**src/rtl/weight_bias_loader.sv**
```systemverilog
// weight_bias_loader
//   Transmit side of the neuron weight/bias load bus. Takes one flat 32-bit
//   parameter stream for a layer (valid/ready) and replays it onto the shared
//   broadcast bus as, per neuron, num_weights weight beats followed by one
//   bias beat. Each beat carries layer/neuron tags so exactly one neuron
//   captures it. One run per accepted start pulse.
//
// Ports
//   clk, rst            clock (rising edge), async active-low reset
//   start               run request, sampled only when idle
//   layer_num           layer tag for the run (captured on start)
//   num_neurons         neurons to load (captured on start)
//   num_weights         weights per neuron (captured on start)
//   s_data/s_valid      parameter stream in
//   s_ready             loader accepts a beat this cycle (combinational)
//   weightValid/Value   weight beat on the bus
//   biasValid/Value     bias beat on the bus
//   config_layer_num    destination layer tag
//   config_neuron_num   destination neuron index (zero-extended)
//   busy                run in progress
//   done                one-cycle pulse at the end of a run
module weight_bias_loader #(
    parameter int maxWeights = 784,
    parameter int maxNeurons = 30,
    localparam int wCntWidth = $clog2(maxWeights + 1),
    localparam int nCntWidth = $clog2(maxNeurons + 1)
) (
    input  logic                 clk,
    input  logic                 rst,
    input  logic                 start,
    input  logic [31:0]          layer_num,
    input  logic [nCntWidth-1:0] num_neurons,
    input  logic [wCntWidth-1:0] num_weights,
    input  logic [31:0]          s_data,
    input  logic                 s_valid,
    output logic                 s_ready,
    output logic                 weightValid,
    output logic                 biasValid,
    output logic [31:0]          weightValue,
    output logic [31:0]          biasValue,
    output logic [31:0]          config_layer_num,
    output logic [31:0]          config_neuron_num,
    output logic                 busy,
    output logic                 done
);

    typedef enum logic [1:0] {IDLE, WEIGHT, BIAS, FINISH} state_t;

    state_t               state, state_nxt;
    logic [31:0]          layer_r;
    logic [nCntWidth-1:0] num_n_r, n_idx;
    logic [wCntWidth-1:0] num_w_r, w_idx;
    logic                 xfer, w_last, n_last;

    assign s_ready = (state == WEIGHT) || (state == BIAS);
    assign xfer    = s_valid && s_ready;
    assign w_last  = (w_idx == num_w_r - wCntWidth'(1));
    assign n_last  = (n_idx == num_n_r - nCntWidth'(1));

    always_ff @(posedge clk or negedge rst) begin
        if (!rst) state <= IDLE;
        else      state <= state_nxt;
    end

    always_comb begin
        state_nxt = state;
        case (state)
            IDLE: begin
                if (start) begin
                    // Empty layer: nothing to stream, just report completion.
                    if (num_neurons == '0 || num_weights == '0) state_nxt = FINISH;
                    else                                         state_nxt = WEIGHT;
                end
            end
            WEIGHT: if (xfer && w_last) state_nxt = BIAS;
            BIAS:   if (xfer)           state_nxt = n_last ? FINISH : WEIGHT;
            FINISH:                     state_nxt = IDLE;
            default:                    state_nxt = IDLE;
        endcase
    end

    always_ff @(posedge clk or negedge rst) begin
        if (!rst) begin
            layer_r           <= '0;
            num_n_r           <= '0;
            num_w_r           <= '0;
            n_idx             <= '0;
            w_idx             <= '0;
            weightValid       <= 1'b0;
            biasValid         <= 1'b0;
            weightValue       <= '0;
            biasValue         <= '0;
            config_layer_num  <= '0;
            config_neuron_num <= '0;
            busy              <= 1'b0;
            done              <= 1'b0;
        end else begin
            // Valid strobes are single-beat; data and tags hold otherwise.
            weightValid <= 1'b0;
            biasValid   <= 1'b0;
            done        <= (state == FINISH);
            case (state)
                IDLE: begin
                    if (start) begin
                        layer_r <= layer_num;
                        num_n_r <= num_neurons;
                        num_w_r <= num_weights;
                        n_idx   <= '0;
                        w_idx   <= '0;
                        busy    <= 1'b1;
                    end
                end
                WEIGHT: begin
                    if (xfer) begin
                        weightValid       <= 1'b1;
                        weightValue       <= s_data;
                        config_layer_num  <= layer_r;
                        config_neuron_num <= 32'(n_idx);
                        w_idx             <= w_last ? '0 : w_idx + wCntWidth'(1);
                    end
                end
                BIAS: begin
                    if (xfer) begin
                        biasValid         <= 1'b1;
                        biasValue         <= s_data;
                        config_layer_num  <= layer_r;
                        config_neuron_num <= 32'(n_idx);
                        if (!n_last) n_idx <= n_idx + nCntWidth'(1);
                    end
                end
                FINISH: busy <= 1'b0;
                default: ;
            endcase
        end
    end

endmodule

```
**config.mk**
```make
export PLATFORM = sky130hd
export DESIGN_NAME = weight_bias_loader
export DESIGN_NICKNAME = d
export VERILOG_FILES = /design/src/rtl/weight_bias_loader.sv
export SDC_FILE = /design/constraint.sdc
export NUM_CORES = 1
export LEC_CHECK = 0
export BUFFER_PORTS_ARGS = -buffer_cell sky130_fd_sc_hd__buf_2
export CORE_UTILIZATION = 35
export CTS_CLUSTER_SIZE = 24
export DETAILED_ROUTE_END_ITERATION = 12
export GPL_TIMING_DRIVEN = 0
export PLACE_DENSITY = 0.7
export SLEW_MARGIN = 10
export SYNTH_ARGS = -nofsm -noshare
export SYNTH_HDL_FRONTEND = slang
export SYNTH_SLANG_ARGS = --single-unit
```
**constraint.sdc**
```tcl
create_clock -name clk -period 6 [get_ports clk]
set_clock_uncertainty 0.05 [all_clocks]
set_input_delay 0.3 -clock clk [delete_from_list [all_inputs] [get_ports clk]]
set_output_delay 0.3 -clock clk [all_outputs]
set_load 0.005 [all_outputs]
```
==> flow_summary.json <==
{
  "ys.flop_type": "dfrtp_1",
  "synthTopCellsByArea": "dfrtp_1, mux2_2, buf_4",
  "ios": 216,
  "cp-start-kind": "flop",
  "final_antenna_net_count": 0,
  "dp_hpwl_microns": 11400,
  "rows": 52,
  "cp_slowest_cell": "clkbuf_1",
  "synth_top_area_share": 0.572,
  "placeableCoreArea_sq_mm": 0.0205,
  "antenna_cells": 0,
  "path_max_fanout": 10,
  "path_class": "flop to flop",
  "cts.sinks": 169,
  "max_slew_margin": 0.511,
  "cts_resized": 0,
  "synth.yosys.seq_area_share": 0.572,
  "endpoint": "config_layer_num[11]",
  "ir_drop_mv": 0.228,
  "dieArea_sq_mm": 0.0217,
  "tns_ns": 0,
  "yosysWarnings": 0,
  "crit_path_frequent_cell": "clkbuf_1",
  "viasPerCell": 4.65,
  "synth_top_area_cell": "dfrtp_1",
  "grt_max_degree": 111,
  "outcome": "finished clean",
  "portBuffers": 188,
  "nets": 871,
  "die_w_microns": 147,
  "drc": 0,
  "cp_cell_sequence": "inv_1, ha_1, nand2_1, clkbuf_1, clkbuf_1, mux2_2",
  "wl_per_cell_microns": 14.9,
  "cts_root_buf": "clkbuf_16",
  "end_kind": "flop",
  "antenna_found_initial": 0,
  "worst_pin_slew_ns": 0.734,
  "crit_arrival_ns": 2.81,
  "hold_path_class": "primary input to flop",
  "cts_tree": "done",
  "syn_area_per_cell_sq_um": 13.6,
  "insertion_delay_ns": 0.42,
  "cp-startpoint": "state[0]",
  "final_common_cell": "buf_2",
  "total_leakage_power_nw": 4.50,
  "power_mw": 4.79,
  "grt_first_pass_wirelength_microns": 25900,
  "utilization": 0.457,
  "min_period_ns": 2.56,
  "postLayoutCellArea_sq_mm": 0.00937,
  "cp_data_required_time_ns": 6.25,
  "maxSlewViolCount": 0,
  "drt_iter0_markers": 151,
  "rrSetupSlack_ns": 3.44,
  "reg2reg_depth": 6,
  "initial_utilization": 0.360,
  "htree_levels": 4,
  "r2r_end": "config_layer_num[11]",
  "hold_viol": 0,
  "track_usage": 0.153,
  "rsz0062_at_grt": "no",
  "period_share": 0.427,
  "synthCells": 545,
  "final_cell_mix": "buf_2, dfrtp_1, mux2_2, buf_4, conb_1",
  "grt_pass1_vias": 4931,
  "max_stage_delay_ns": 0.56,
  "ys_seq_elements": 169,
  "die-height_microns": 147,
  "r2r-start": "state[0]",
  "ys_async_sr_fraction": 1.00,
  "synth.distinct_cells": 53,
  "setup_violations": 0,
  "dpl-instance-area_sq_mm": 0.00880,
  "vias": 4944,
  "dr.pass1.iters": 4,
  "power_density_mw_per_mm2": 511,
  "routed_wl_microns": 15900,
  "fmax_mhz": 390,
  "fillers": 1909,
  "areaGrowthSynthToFinish_pct": 26.9,
  "maxCapViolations": 0,
  "place.gp.congestion": 0.788,
  "cts_buffer_depth": 2,
  "synth_edf_count": 0,
  "clk_pin_slew_ns": 0.07,
  "numCtsBuffers": 17,
  "synth_area_sq_mm": 0.00739,
  "overflow": 0,
  "drive_above_1_share": 0.513
}
stage by stage:
stage	hold slack, ns	cells	setup slack (ns)
after floorplan	-0.0456	571	3.69
after global placement	0.421	1029	1.86
after detailed placement	0.214	1030	3.42
after CTS	0.0383	1063	3.42
after global routing	0.0352	1063	3.24
final	0.0570	1063	3.44
logic make-up after synthesis:
family	Yosys count	share of synthesized area
xor gates and xnor gates	19	0.0225
and+or+nand+nor	81	0.0613
buffers and inverters	68	0.0500
other	1	0.000508
adders and majority gates	8	0.0136
AOI/OAI and AO/OA	48	0.0500
DFF	169	0.572
muxes	151	0.230
cell usage after synthesis, drive strengths merged (2+ instances only):
cell type and number:
ha 8, or2 2, a21oi 9, mux2i 3, nor2b 2, or3 3
a2111oi 4, nor4 6, xor2 8, and2 4, clkbuf 14, nand2 14
and3 5, nand2b 2, o21ai 8, a22o 2, or4 2, buf 37
dfrtp 169, a31oi 3, inv 17, o31ai 2, nor3 3, mux2 148
a211o 4, nand3 17, nand3b 2, a221o 7, nor2 16, xnor2 11
worst min path at each step:
| stage | from | endpoint | slack (ns) | cells after the start |
|---|---|---|---|---|
| global route | layer_num[3] | layer_r[3] | 0.04 | 2 |
| CTS | layer_num[15] | layer_r[15] | 0.04 | 2 |
| floorplan | rst | biasValid | -0.05 | 0 |
| detailed placement | rst | weightValue[5] | 0.21 | 1 |
| global placement | config_neuron_num[3] | config_neuron_num[3] | 0.42 | 2 |
| finish | layer_num[15] | layer_r[15] | 0.06 | 2 |
what timing repair did:
action / 4_1_cts / 5_1_grt
setup endpoints to repair: 0 / 0
hold buffers: 1 / 0
endpoints found under the hold margin: 59 / 0
buffers inserted: 0 / 0
layout make-up:
type,instances,area [sq um],area share
sequential,169,4230,0.451
clock buffer,20,447,0.0477
tap,270,338,0.0360
inverter,17,63.8,0.00681
timing repair buffer,190,988,0.105
multi-input combinational,334,2890,0.308
buffer,51,305,0.0326
clock inverter,12,116,0.0124
metal layers:
metal,share of wire,vias to the layer above,global-route usage
li1,-,2356,-
met1,0.42,2433,0.184
met2,0.50,143,0.258
met3,0.066,12,0.0497
met4,0.010,0,0.0479
met5,0,-,0
registers in the layout, indices dropped and copies added (netlist names), 2 cells and up:
register and flops:
num_w_r 10, config_layer_num 32, n_idx 5, layer_r 32, config_neuron_num 5, weightValue 32, num_n_r 5, biasValue 32
state 2, w_idx 10
power by group:
group	total, mW	internal, mW	switching [mW]
clock	1.05	0.588	0.466
sequential	1.95	1.67	0.276
combinational	1.79	0.989	0.801
worst max-delay path: cells and delay by family, from the launching register on:
family / cells / cell delay [ns]
buffers and inverters: 3 / 1.17
multiplexers: 1 / 0.41
flip-flops: 1 / 0.38
adder cells (fa/ha/maj): 1 / 0.32
AND/OR/NAND/NOR: 1 / 0.13
(Power assumes the default switching activity.)
